--- src/rtl/change_trace_fifo_pkg.sv ---
// change_trace_pkg: shared event type, default sizes and the count-width helper
// for the change trace monitor. Optional build macro: CHANGE_TRACE_COALESCE_EN.
package change_trace_pkg;

    localparam int EV_W     = 3;
    localparam int EV_DEPTH = 4;
    localparam int EV_TS_W  = 8;

    typedef struct packed {
        logic [EV_W-1:0]    data;
        logic [EV_TS_W-1:0] ts;
    } ev_t;

    // Occupancy counter width: must be able to hold the value DEPTH itself.
    function automatic int cnt_w(input int depth);
        return $clog2(depth) + 1;
    endfunction

endpackage

--- src/rtl/change_trace_fifo_sync_fifo.sv ---
// sync_fifo: DEPTH x DW storage with push/pop, full/empty and occupancy.
// Pop is ignored when empty; push is accepted when not full or when a pop
// frees a slot in the same cycle. With CHANGE_TRACE_COALESCE_EN defined an
// extra overwrite port replaces the tail entry on a push that cannot land.
module sync_fifo #(
    parameter int DEPTH = 4,
    parameter int DW    = 8
) (
    input  logic                   clk,
    input  logic                   rst,
    input  logic                   push,
    input  logic                   pop,
`ifdef CHANGE_TRACE_COALESCE_EN
    input  logic                   overwrite,
`endif
    input  logic [DW-1:0]          din,
    output logic [DW-1:0]          dout,
    output logic                   full,
    output logic                   empty,
    output logic [$clog2(DEPTH):0] count
);

    localparam int AW = $clog2(DEPTH);
    localparam int CW = AW + 1;

    logic [DW-1:0] mem [DEPTH];
    logic [AW-1:0] wptr;
    logic [AW-1:0] rptr;
    logic          do_push;
    logic          do_pop;

    assign empty   = (count == '0);
    assign full    = (count == CW'(DEPTH));
    assign do_pop  = pop && !empty;
    assign do_push = push && (!full || do_pop);
    assign dout    = mem[rptr];

    // Pointer/count update and storage write; pointers wrap naturally (DEPTH is 2^AW).
    always_ff @(posedge clk) begin
        if (rst) begin
            wptr  <= '0;
            rptr  <= '0;
            count <= '0;
        end else begin
            if (do_push) begin
                mem[wptr] <= din;
                wptr      <= wptr + 1'b1;
            end
`ifdef CHANGE_TRACE_COALESCE_EN
            else if (overwrite && full && !do_pop) begin
                // Newest entry sits just behind the write pointer.
                mem[wptr - 1'b1] <= din;
            end
`endif
            if (do_pop)
                rptr <= rptr + 1'b1;
            case ({do_push, do_pop})
                2'b10:   count <= count + 1'b1;
                2'b01:   count <= count - 1'b1;
                default: count <= count;
            endcase
        end
    end

endmodule

--- src/rtl/change_trace_fifo.sv ---
// change_trace_fifo: watches sample_i and queues a timestamped event each time
// it changes (the first edge after reset always records). Events drain over a
// valid/ready handshake. overflow_o is sticky once an event is lost.
// Optional build macro: CHANGE_TRACE_COALESCE_EN -- when full, the newest
// queued event is overwritten instead of dropping the new one.
module change_trace_fifo
    import change_trace_pkg::*;
#(
    parameter int W     = EV_W,
    parameter int DEPTH = EV_DEPTH,
    parameter int TS_W  = EV_TS_W
) (
    input  logic                      clk,
    input  logic                      rst,
    input  logic [W-1:0]              sample_i,
    output logic                      ev_valid_o,
    input  logic                      ev_ready_i,
    output logic [W-1:0]              ev_data_o,
    output logic [TS_W-1:0]           ev_ts_o,
    output logic [cnt_w(DEPTH)-1:0]   count_o,
    output logic                      overflow_o
);

    localparam int EW = W + TS_W;

    logic [TS_W-1:0] ts_q;
    logic [W-1:0]    prev_q;
    logic            primed_q;
    logic            ovf_q;
    logic            change;
    logic            pop;
    logic            full;
    logic            empty;
    logic [EW-1:0]   fifo_din;
    logic [EW-1:0]   fifo_dout;

    assign change   = !primed_q || (sample_i != prev_q);
    assign pop      = ev_valid_o && ev_ready_i;
    // Event carries the counter value before this edge's increment.
    assign fifo_din = {sample_i, ts_q};

    // Timestamp, previous-sample, primed flag and sticky overflow.
    always_ff @(posedge clk) begin
        if (rst) begin
            ts_q     <= '0;
            prev_q   <= '0;
            primed_q <= 1'b0;
            ovf_q    <= 1'b0;
        end else begin
            ts_q     <= ts_q + 1'b1;
            prev_q   <= sample_i;
            primed_q <= 1'b1;
            if (change && full && !pop)
                ovf_q <= 1'b1;
        end
    end

    sync_fifo #(
        .DEPTH (DEPTH),
        .DW    (EW)
    ) u_fifo (
        .clk       (clk),
        .rst       (rst),
        .push      (change),
        .pop       (pop),
`ifdef CHANGE_TRACE_COALESCE_EN
        .overwrite (change),
`endif
        .din       (fifo_din),
        .dout      (fifo_dout),
        .full      (full),
        .empty     (empty),
        .count     (count_o)
    );

    assign ev_valid_o = !empty;
    assign ev_data_o  = fifo_dout[EW-1:TS_W];
    assign ev_ts_o    = fifo_dout[TS_W-1:0];
    assign overflow_o = ovf_q;

endmodule

--- config.mk ---
export PLATFORM = sky130hd
export DESIGN_NAME = change_trace_fifo
export DESIGN_NICKNAME = d
export VERILOG_FILES = /design/src/rtl/change_trace_fifo_pkg.sv /design/src/rtl/change_trace_fifo_sync_fifo.sv /design/src/rtl/change_trace_fifo.sv
export SDC_FILE = /design/constraint.sdc
export NUM_CORES = 1
export LEC_CHECK = 0
export ABC_CLOCK_PERIOD_IN_PS = 3300
export BUFFER_PORTS_ARGS = -buffer_cell sky130_fd_sc_hd__buf_2
export CORE_ASPECT_RATIO = 1.25
export CORE_MARGIN = 2
export CORE_UTILIZATION = 45
export DETAILED_ROUTE_END_ITERATION = 6
export GPL_ROUTABILITY_DRIVEN = 0
export SETUP_SLACK_MARGIN = 0.5
export SYNTH_ARGS = -nofsm -noshare
export SYNTH_HDL_FRONTEND = slang
export SYNTH_SLANG_ARGS = --single-unit
--- constraint.sdc ---
create_clock -name clk -period 3.3 [get_ports clk]
set_clock_uncertainty 0.2 [all_clocks]
set_input_delay 0.66 -clock clk [delete_from_list [all_inputs] [get_ports clk]]
set_output_delay 0.66 -clock clk [all_outputs]
set_load 0.01 [all_outputs]
; Word level (Yosys, flattened, before mapping)
; Memories as Yosys holds them, arrays and structs flattened. A register that Yosys moved wholly into a read port is not among the register bits.
; Index checks and enable logic that the tools add are counted.
[word_totals]
reg_bits = 20
mem_bits_rw = 44
in_bits = 6
out_inout_bits = 16
wordCells = 37
memories = 1
[classes]
add_sub_neg = 5
n_eq_ne = 4
n_mux = 7
reduce_logical = 13
[mem_list]
columns = memory, words, word_bits, read_ports, rd_ports_with_merged_regs, write_ports, line_no
row1 = u_fifo.mem, 4, 11, 1, 1, 1, change_trace_fifo_sync_fifo.sv:26  ; logic [DW-1:0] mem [DEPTH];
[ops]
columns = op, n
row1 = $add A8 B1 Y8 const B, 1
row2 = $pmux W3 S2, 1
row3 = $logic_and A1 B1 Y1, 5
row4 = $add A2 B1 Y2 const B, 2
row5 = $logic_not A1 Y1, 4
row6 = $mux W1, 4
row7 = $mux W2, 2
row8 = $add A3 B1 Y3 const B, 1
row9 = $eq A3 B3 Y1 const B, 1
row10 = $logic_not A3 Y1, 1
row11 = $ne A3 B3 Y1, 1
row12 = $sub A3 B1 Y3 const B, 1
row13 = $eq A2 B1 Y1 const B, 1
row14 = $eq A2 B2 Y1 const B, 1
row15 = $logic_or A1 B1 Y1, 2
row16 = $reduce_bool A2 Y1, 1

; Depth between registers and ports, before layout
; Gate-level depths: netlist of the first run.
[logic_depth]
word_depth = 9
ltp_mapped = 9
mapped_depth_nobuf = 9

; Cells and area by module
; A second synthesis of the first run with hierarchy kept.
[hier_totals]
cells_unflattened = 176
area_unflattened_um2 = 2702.6
[modules_own_cells]
columns = mod, n_inst, cells_each, area_each_um2, seq_area_each_um2
row1 = sync_fifo, 1, 123, 2207.1, 1501.4
row2 = change_trace_fifo, 1, 53, 495.5, 260.2

; Least setup slack after synthesis of the first run
; Ideal clock, no wire load.
[synth_timing]
path_kind = input to register
start = input sample_i[1]
end = register u_fifo.count[2]
setup_time_ns = 0.071
arrival_ns = 2.521
t_required_ns = 3.029
path_slack_ns = 0.508
cell_stages = 9
n_path_buf = 0
cell_sequence = xor2_1 -> o41a_4 -> inv_1 -> ha_1 -> inv_1 -> fa_1 -> xor2_1 -> or3_1 -> a21oi_1
[synth_via]
elab_chain_cells = 5
elab_cells_between_ends = 7
cone_classes = eq/ne (3) / mux (1) / reduce/logical (3)
[synth_rtl]
columns = item, line_no
row1 = from (decl), change_trace_fifo.sv:15  ; input logic [W-1:0] sample_i,
row2 = $ne A3 B3 Y1 *, change_trace_fifo.sv:37  ; assign change = !primed_q || (sample_i != prev_q);
row3 = $logic_or A1 B1 Y1 *, change_trace_fifo.sv:37
row4 = $logic_and A1 B1 Y1 *, change_trace_fifo_sync_fifo.sv:35  ; assign do_push = push && (!full || do_pop);
row5 = $eq A2 B1 Y1 or $eq A2 B2 Y1 (tied branches), change_trace_fifo_sync_fifo.sv:57  ; case ({do_push, do_pop})
row6 = $pmux W3 S2 or $reduce_bool A2 Y1 (tied branches), -
row7 = to (signal assigned), change_trace_fifo_sync_fifo.sv:58  ; 2'b10: count <= count + 1'b1;
row8 = to (signal assigned), change_trace_fifo_sync_fifo.sv:59  ; 2'b01: count <= count - 1'b1;
row9 = to (signal assigned), change_trace_fifo_sync_fifo.sv:60  ; default: count <= count;
row10 = to (decl), change_trace_fifo_sync_fifo.sv:20  ; output logic [$clog2(DEPTH):0] count
; Every way passes the cells marked *; elsewhere a longest branch is shown, timed or not.
; A chain may end at the register's enable or synchronous reset.

; Worst setup path in the final report of the first run
; Same ends and word-level chain as after synthesis.

==> results of run 1 <==
## final timing paths
| path | cells after the start | end | startpoint |
|---|---|---|---|
| min reg2reg | 2 | overflow_o | overflow_o |
| max reg2reg | 9 | u_fifo.count[2] | u_fifo.count[0] |
| max | 10 | u_fifo.count[2] | sample_i[1] |
| min | 2 | overflow_o | overflow_o |
## metrics by stage
stage	hold slack [ns]	cells	total power (W)	utilization	setup slack, ns
after floorplan	0.2653	158	0.001357	-	0.5081
after global placement	0.2329	240	0.001494	0.5018	0.3134
after detailed placement	0.2413	240	0.001511	0.5018	0.1900
after CTS	0.2556	256	0.002312	0.5462	0.5358
after global routing	0.2676	257	0.002399	0.5483	0.5216
final	0.2533	257	0.002288	0.5483	0.5798
## worst min-delay path: stages, from the launching register on
cell and delay, ns:
dfxtp_1 0.31, inv_1 0.05, a21oi_1 0.05
## layer usage
layer	track usage	part of all wire
met5	0	0
met4	0.09262	0.024
met3	0.03872	0.035
met2	0.2618	0.54
met1	0.1568	0.40
## power groups by stage
stage / sequential [W] / combinational [W] / clock, W
floorplan: 0.00104 / 0.000317 / 0
global placement: 0.00105 / 0.000441 / 0
detailed placement: 0.00106 / 0.000449 / 0
CTS: 0.00104 / 0.000451 / 0.000817
global route: 0.00106 / 0.000489 / 0.000855
finish: 0.00104 / 0.000445 / 0.000802
## sequential cells by signal, summed over array words and instances (netlist names), named ones only
signal	cells
prev_q	3
u_fifo.mem	44
ts_q	8
u_fifo.rptr	2
primed_q	1
u_fifo.count	3
overflow_o	1
u_fifo.wptr	2
## synth_stat cells (all sizes together), types with 3 or more instances
cell / count / area (µm²)
nor2b: 4 / 25.02
and3: 4 / 30.03
edfxtp: 44 / 1321
clkbuf: 3 / 11.26
inv: 9 / 33.78
or3: 4 / 26.28
mux4: 11 / 247.7
nor2: 12 / 45.04
xor2: 8 / 70.07
nand2: 5 / 18.77
a21oi: 6 / 30.03
ha: 6 / 75.07
nand3: 3 / 15.01
o21ai: 3 / 15.01
dfxtp: 22 / 440.4
## cells by family after synthesis
logic type / Yosys count
flops: 66
xor+xnor: 10
compound gates: 14
buf+inv: 13
fa+ha+maj: 7
mux: 13
simple gates: 35
## area by class of cell
type,instances,area (µm²)
Clock inverter,7,117.6
Fill cell,442,2459
Tap cell,64,80.08
Inverter,9,33.78
Sequential cell,66,1762
Clock buffer,9,123.9
Timing Repair Buffer,23,120.1
Multi-Input combinational cell,79,747.0
## what timing repair did
item	CTS	global route
resized for setup	0	1
hold buffers	0	0
buffers inserted	0	1
endpoints found under the setup margin	0	1
==> out/metrics.cfg, run 1 <==
[drt]
dr_total_vias = 1354
first_pass_iters = 4
drtAntennaViolNets = 0
wl_per_cell_um = 16.08
vias_per_cell = 5.268
drc = 0
drt_iter0_drc = 58
wl_um = 4133

[clocking]
clock_path_buffers = 2
htree_levels = 3
cts_tree = built
cts-root-buf = clkbuf_8
cts_buffers = 9
clkLatencyLatePin_ns = 0.34
cts.clk_slew.worst_paths_ns = 0.07
cts_sinks = 66

[final_layout]
antenna_cells = 0
syn2layout_area_growth_pct = 16.80
drive_gt1_frac = 0.3057
finalInstanceArea_um2 = 2984
fin_nets = 201
final_common_cell = edfxtp_1
final_cell_mix = 44 x edfxtp_1, 22 x dfxtp_1, 21 x buf_2

[yosys]
synth_area_um2 = 2555
syn_area_per_cell_um2 = 16.17
yosysUniqueCellTypes = 29
seq_area_frac_synth = 0.6895
synth_flop_cell = edfxtp_1
muxShareOfSynthArea = 0.1068
synth-edff-count = 44
synth-adder-area-share = 0.03722
yosysWarnings = 0
synth_top_family_by_area = multiplexers
ys_ff_latch = 66
synth_nets = 171
synthesis.instances = 158
async_flop_share = 0
synth_xor_area_frac = 0.03428
synthSimpleGateAreaFrac = 0.07297
synth_compound_area_frac = 0.03967

[grt]
grt-ovfl-total = 0
antenna_found_initial = 0
gr-usage-all-layers = 0.1480
grt_max_degree = 22
grt_pass1_vias = 1391
grt_pass1_wl_um = 6686

[hold_path]
hold_path_class = reg2reg

[power]
sw_frac_of_total = 0.2580
p_leak_nw = 1.092
combPwrFrac = 0.195
p_sw_w = 0.0005904
power.density_nw_per_um2 = 766.9
p_int_w = 0.001698
clkPwrFrac = 0.350
share_seq_of_total_power = 0.455
ir_drop_mv = 0.4591

[timing]
drv_slew = 0
min_period_ns = 2.720
tightest_slew_ns = 0.5616
max_freq_mhz = 367.6
hold_viol = 0
setup_violations = 0
rsz0062_at_grt = false
min_period_over_period = 0.8243
maxSlewHeadroom = 0.6251
finalSetupTns_ns = 0

[floorplanning]
start_util = 0.4694
core_area_um2 = 5443
dieArea_um2 = 6300
die_h_um = 88.25
fp-row-count = 30
fp.dieW_um = 71.40
num_io_pins = 22

[critical_path]
cp.arrival_ns = 2.79
cpLargestDelayFamily = compound AO/OA/AOI/OAI gates
rrSetupSlack_ns = 0.64
critPathSlowestCell = o41a_4
crit_type = in2reg
critPathMaxStageDelay_ns = 0.49
critPathCaptureType = register
worst-path-buf-inv = 3
worst_setup_path_start_kind = primary input
crit_chain = buf_2, xor2_1, o41a_4, inv_1, ha_1, inv_1, fa_1, xor2_1, or3_1, a21oi_2
worstPathMaxFanout = 6
crit_required_ns = 3.37

[status]
status = completed

[flow_run]
max-cap-violations = 0

[place]
io_buffers = 21
place_hpwl_um = 2731
postPlaceCellArea_um2 = 2731

No activity file was read; power rests on OpenSTA's default activity.
==> inputs of run 2 (changes only) <==
--- a/config.mk
+++ b/config.mk
@@ -5,7 +5,7 @@
 export SDC_FILE = /design/constraint.sdc
 export NUM_CORES = 1
 export LEC_CHECK = 0
-export ABC_CLOCK_PERIOD_IN_PS = 3300
+export ABC_CLOCK_PERIOD_IN_PS = 2700
 export BUFFER_PORTS_ARGS = -buffer_cell sky130_fd_sc_hd__buf_2
 export CORE_ASPECT_RATIO = 1.25
 export CORE_MARGIN = 2
==> constraint.sdc (replaced) <==
create_clock -name clk -period 2.7 [get_ports clk]
set_clock_uncertainty 0.2 [all_clocks]
set_input_delay 0.54 -clock clk [delete_from_list [all_inputs] [get_ports clk]]
set_output_delay 0.54 -clock clk [all_outputs]
set_load 0.01 [all_outputs]
==> run 2 against run 1 <==
Compared with the run above: register-to-register slack got worse by 0.36 ns; largest power group unchanged; die area unchanged; total power increased by 14%; sequential power increased by 23%; design area increased by 0.59%; setup slack got worse by 0.30 ns.
==> out/metrics.cfg, run 2 (synthesis results as in run 1) <==
[floorplanning]
die_h_um = 88.25  ; unchanged
core_area_um2 = 5443  ; unchanged
num_io_pins = 22  ; unchanged
fp-row-count = 30  ; unchanged
fp.dieW_um = 71.40  ; unchanged
dieArea_um2 = 6300  ; unchanged
start_util = 0.4694  ; unchanged

[status]
status = completed

[grt]
grt_pass1_vias = 1467  ; +5.5%
grt-ovfl-total = 0  ; unchanged
grt_max_degree = 22  ; unchanged
gr-usage-all-layers = 0.1551  ; +0.007159
grt_pass1_wl_um = 7113  ; +6.4%
antenna_found_initial = 0  ; unchanged

[clocking]
cts_sinks = 66  ; unchanged
cts-root-buf = clkbuf_8
cts.clk_slew.worst_paths_ns = 0.06  ; about the same
clock_path_buffers = 2  ; unchanged
cts_tree = built
htree_levels = 3  ; unchanged
cts_buffers = 9  ; unchanged
clkLatencyLatePin_ns = 0.32  ; -0.02 ns

[critical_path]
worst_setup_path_start_kind = register
crit_required_ns = 2.75  ; -0.62 ns
cp.arrival_ns = 2.47  ; -0.32 ns
critPathCaptureType = register
worstPathMaxFanout = 2  ; -4
cp-startpoint = u_fifo.count[1]
crit_type = reg2reg
r2r_cells = 9  ; unchanged
r2r-start = u_fifo.count[1]

[power]
power.density_nw_per_um2 = 871.9  ; +14%
ir_drop_mv = 0.6337  ; +38%
p_total_w = 0.002617  ; +14%
p_leak_nw = 1.103  ; +1.1%

[drt]
dr_total_vias = 1389  ; +2.6%
drt_iter0_drc = 100  ; +72%
drtAntennaViolNets = 0  ; unchanged
first_pass_iters = 4  ; unchanged
wl_um = 4244  ; +2.7%
drc = 0  ; unchanged
vias_per_cell = 5.281  ; +0.24%
wl_per_cell_um = 16.14  ; +0.34%

[flow_run]
max-cap-violations = 0  ; unchanged

[timing]
rsz0062_at_grt = true
min_period_ns = 2.424
drv_slew = 0  ; unchanged
max_freq_mhz = 412.5
tightest_slew_ns = 0.4348  ; -0.1269 ns
holdWs_ns = 0.2486  ; -0.004621 ns
maxSlewHeadroom = 0.7065  ; +0.08143
setup_violations = 0  ; unchanged
min_period_over_period = 0.8978
hold_viol = 0  ; unchanged

[final_layout]
antenna_cells = 0  ; unchanged
final_cell_mix = 44 x edfxtp_1, 20 x buf_2, 17 x dfxtp_1
syn2layout_area_growth_pct = 17.48
finalInstanceArea_um2 = 3002  ; +0.59%
fin_nets = 207  ; +3.0%
reg.largest.list = u_fifo.mem x44, ts_q x8
final_common_cell = edfxtp_1
largest_register_ffs = 44  ; unchanged
regMostFlops = u_fifo.mem
nFillCells = 428  ; -3.2%
drive_gt1_frac = 0.3719  ; +0.06616

[hold_path]
min_from = overflow_o
min_delay_path_depth = 2  ; unchanged
hold_path_class = reg2reg

[place]
postPlaceCellArea_um2 = 2776  ; +1.6%
place_hpwl_um = 2787  ; +2.0%
io_buffers = 21  ; unchanged

==> run 2: cell types whose count changed in the layout (fill, tap and decap cells not counted), moves of 2 or more <==
cell,before,now
clkinvlp_4,3,0
dfxtp_2,0,3
clkinv_2,1,3
bufinv_16,3,0
inv_2,0,2
clkbuf_1,0,2
dfxtp_4,0,2
inv_1,9,7
dfxtp_1,22,17
buf_4,2,8
==> run 2: path summary, 6_finish.rpt <==
path	endpoint	slack [ns]
worst max-delay path	u_fifo.count[2]	0.28
worst min-delay path	overflow_o	0.25
worst max register to register	u_fifo.count[2]	0.28
worst min register to register	overflow_o	0.25
==> run 2: worst max-delay path, cell delays in order (launching register included) <==
cell	delay [ns]
dfxtp_4	0.35
or4b_4	0.53
o41a_4	0.13
inv_2	0.07
ha_4	0.12
inv_2	0.04
fa_2	0.33
xor2_1	0.16
or3_1	0.30
a21oi_1	0.13
==> run 2: per-stage QoR <==
stage / util / std cells / setup TNS (ns) / worst slack, ns
floorplan: - / 158 / 0 / 0.1335
global placement: 0.5101 / 243 / 0 / 0.01572
detailed placement: 0.5101 / 243 / -0.04585 / -0.04585
CTS: 0.5471 / 262 / 0 / 0.2626
global route: 0.5515 / 263 / 0 / 0.2273
finish: 0.5515 / 263 / 0 / 0.2759
==> run 2: timing repair <==
item | 4_1_cts | 5_1_grt
hold buffers | 0 | 0
setup endpoints to repair | 13 | 13
pin swaps | 1 | 1
resized for setup | 8 | 4
setup buffers | 3 | 1
==> run 2: power by group <==
group          switching, W  total [W]  internal [W]
registers         0.0000780    0.00128       0.00120
logic              0.000310   0.000658      0.000348
clock network      0.000330   0.000681      0.000351
==> run 2: cell type report <==
cell class / count / area (µm²) / share of cell area
Inverter: 9 / 33.78 / 0.01125
Multi-Input combinational cell: 79 / 779.5 / 0.2597
Tap cell: 64 / 80.08 / 0.02668
Clock inverter: 4 / 18.77 / 0.006253
Sequential cell: 66 / 1773 / 0.5907
Timing Repair Buffer: 29 / 171.4 / 0.05711
Clock buffer: 12 / 145.1 / 0.04835
==> run 2: routing by layer <==
metal	track usage	share of wire	routed length (µm)	up-vias
met5	0	0	0	-
met4	0.09777	0.027	115	0
met3	0.03189	0.029	122	12
met2	0.2668	0.52	2226	26
met1	0.1768	0.42	1779	690
li1	-	-	-	661
==> inputs of run 3 (changes only) <==
--- a/config.mk
+++ b/config.mk
@@ -5,13 +5,14 @@
 export SDC_FILE = /design/constraint.sdc
 export NUM_CORES = 1
 export LEC_CHECK = 0
-export ABC_CLOCK_PERIOD_IN_PS = 2700
+export ABC_CLOCK_PERIOD_IN_PS = 2200
 export BUFFER_PORTS_ARGS = -buffer_cell sky130_fd_sc_hd__buf_2
 export CORE_ASPECT_RATIO = 1.25
 export CORE_MARGIN = 2
 export CORE_UTILIZATION = 45
 export DETAILED_ROUTE_END_ITERATION = 6
 export GPL_ROUTABILITY_DRIVEN = 0
+export PLACE_DENSITY = 0.65
 export SETUP_SLACK_MARGIN = 0.5
 export SYNTH_ARGS = -nofsm -noshare
 export SYNTH_HDL_FRONTEND = slang
==> constraint.sdc (replaced) <==
create_clock -name clk -period 2.2 [get_ports clk]
set_clock_uncertainty 0.2 [all_clocks]
set_input_delay 0.44 -clock clk [delete_from_list [all_inputs] [get_ports clk]]
set_output_delay 0.44 -clock clk [all_outputs]
set_load 0.01 [all_outputs]
==> run 3 against run 2 <==
Compared with the run above: the flow now finishes with violations (negative setup slack); clock power up 41%; maximum frequency grew 1.2%; first-iteration DRC count up 6.0%; sequential power up 20%; non-clock buffer count up 12; setup slack got worse by 0.47 ns; sequential cell count did not move; sequential share of layout area is 5.2 points lower; via count rose by 9.4%; combinational power rose by 61%.
==> out/metrics.cfg, run 3 (synthesis results as in run 1) <==
[status]
status = finished, violations left
failed_checks = negative setup slack

[critical_path]
worst_setup_path_start_kind = register
crit_type = reg2reg
critPathCaptureType = register
worstPathMaxFanout = 2  ; unchanged
r2r_cells = 9  ; unchanged
rrSetupSlack_ns = -0.19  ; -0.47 ns
r2r-start = u_fifo.count[1]
reg2reg_to = u_fifo.count[2]
crit_required_ns = 2.27  ; -0.48 ns
cp.arrival_ns = 2.46  ; about the same

[power]
p_int_w = 0.002610  ; +37%
clkPwrFrac = 0.270  ; +0.010
ir_drop_mv = 0.7024  ; +11%
power.density_nw_per_um2 = 1079  ; +24%
sw_frac_of_total = 0.2640  ; -0.01052
combPwrFrac = 0.299  ; +0.047
p_sw_w = 0.0009362  ; +30%
p_leak_nw = 1.223  ; +11%
share_seq_of_total_power = 0.431  ; -0.057

[clocking]
cts_buffers = 9  ; unchanged
cts_tree = built
ctsHoldBuffers = 0  ; unchanged
clkLatencyLatePin_ns = 0.33  ; about the same
cts-root-buf = clkbuf_8
cts_sinks = 66  ; unchanged
clock_path_buffers = 2  ; unchanged
cts.clk_slew.worst_paths_ns = 0.07  ; about the same
htree_levels = 3  ; unchanged

[drt]
drt_iter0_drc = 106  ; +6.0%
first_pass_iters = 4  ; unchanged
wl_per_cell_um = 17.78  ; +10%
vias_per_cell = 5.444  ; +3.1%
wl_um = 4960  ; +17%
drtAntennaViolNets = 0  ; unchanged
dr_total_vias = 1519  ; +9.4%
drc = 0  ; unchanged

[place]
place_hpwl_um = 2902  ; +4.1%
dpl.cell_count = 252  ; +3.7%
io_buffers = 21  ; unchanged

[timing]
hold_viol = 0  ; unchanged
finalSetupTns_ns = -0.2196  ; -0.2196 ns
drv_slew = 0  ; unchanged
tightest_slew_ns = 0.3976  ; -0.03717 ns
min_period_over_period = 1.089  ; +0.1908
rsz0062_at_grt = true
max_freq_mhz = 417.5  ; +1.2%
setup_violations = 2  ; +2
maxSlewHeadroom = 0.7316  ; +0.02509
min_period_ns = 2.395  ; -0.02908 ns
layout_setup_ws_ns = -0.1950  ; -0.4709 ns
holdWs_ns = 0.2417  ; -0.006943 ns

[hold_path]
min_from = sample_i[1]
min_delay_path_depth = 2  ; unchanged
hold_path_class = in2reg
hold_end = u_fifo.mem[1][9]

[grt]
grt_pass1_vias = 1613  ; +10%
grt_max_degree = 21  ; -4.5%
grt-ovfl-total = 0  ; unchanged
grt_pass1_wl_um = 7776  ; +9.3%
antenna_found_initial = 0  ; unchanged
gr-usage-all-layers = 0.1719  ; +0.01681

[floorplanning]
dieArea_um2 = 6300  ; unchanged
num_io_pins = 22  ; unchanged
core_area_um2 = 5443  ; unchanged
start_util = 0.4694  ; unchanged
die_h_um = 88.25  ; unchanged
fp-row-count = 30  ; unchanged
fp.dieW_um = 71.40  ; unchanged

[flow_run]
max-cap-violations = 0  ; unchanged

[final_layout]
syn2layout_area_growth_pct = 28.60
final_cell_mix = 44 x edfxtp_1, 18 x dfxtp_1, 17 x buf_6
drive_gt1_frac = 0.4047  ; +0.03279
antenna_cells = 0  ; unchanged
reg.largest.list = u_fifo.mem x44, ts_q x8
layout.cells.non_filler = 279  ; +6.1%
final_common_cell = edfxtp_1
largest_register_ffs = 44  ; unchanged
regMostFlops = u_fifo.mem
fin_nets = 223  ; +7.7%

-- run 3: cell types whose count changed in the layout (fill, tap and decap cells not counted), moves of 2 or more --
cell and change:
buf_8 +2, buf_2 -11, buf_4 +4, buf_6 +16, and3_4 +8, and3_2 -4, clkinv_2 -2
-- run 3: worst max-delay path by stage --
stage / start / to / slack, ns / cells past startpoint
5_1_grt: u_fifo.count[1] / u_fifo.count[2] / -0.27 / 9
2_1_floorplan: sample_i[0] / u_fifo.count[2] / -0.27 / 9
3_5_place_dp: sample_i[0] / u_fifo.count[2] / -0.45 / 10
6_report: u_fifo.count[1] / u_fifo.count[2] / -0.19 / 9
3_3_place_gp: sample_i[0] / u_fifo.count[2] / -0.37 / 10
4_1_cts: u_fifo.count[1] / u_fifo.count[2] / -0.20 / 9
-- run 3: final cells by class --
class | count | area (µm²)
tap | 64 | 80.08
inverter | 9 | 33.78
sequential | 66 | 1769
timing repair buffer | 41 | 381.6
clock inverter | 4 | 42.54
multi-input combinational | 83 | 833.3
fill | 402 | 2157
clock buffer | 12 | 145.1
-- run 3: layer usage --
layer,track usage,wire length [µm],share of wire,vias to the layer above
li1,-,-,-,702
met1,0.1751,1872,0.38,756
met2,0.3173,2721,0.55,45
met3,0.04328,215,0.043,16
met4,0.09949,150,0.030,0
met5,0,0,0,-
-- run 3: power by group through the flow --
stage | Sequential (W) | Combinational, W | Clock [W]
floorplan | 0.00156 | 0.000505 | 0
global placement | 0.00158 | 0.000724 | 0
detailed placement | 0.00159 | 0.000745 | 0
CTS | 0.00153 | 0.00104 | 0.000971
global route | 0.00154 | 0.00115 | 0.00103
finish | 0.00153 | 0.00106 | 0.000957
-- run 3: stage by stage --
stage,util,instance area [µm²],setup slack [ns],power [W]
4_1_cts,0.5943,3234,-0.1981,0.003541
6_report,0.6037,3286,-0.1950,0.003546
3_5_place_dp,0.5228,2845,-0.4463,0.002340
5_1_grt,0.6037,3286,-0.2693,0.003712
3_3_place_gp,0.5228,2845,-0.3739,0.002306
2_1_floorplan,-,2585,-0.2665,0.002068
-- run 3: timing repair --
| item | CTS | global route |
|---|---|---|
| pin swaps | 5 | 2 |
| cloned | 4 | 1 |
| endpoints found under the setup margin | 60 | 62 |
| buffers inserted | 5 | 1 |
| gates resized for setup | 28 | 7 |
-- run 3: worst max-delay path, stage by stage, from the launching register on --
cell and delay [ns]:
dfxtp_2 0.32, or4b_4 0.53, o41a_4 0.13, inv_2 0.07
ha_4 0.13, inv_2 0.03, fa_2 0.32, xor2_1 0.15
or3_1 0.32, a21oi_2 0.13
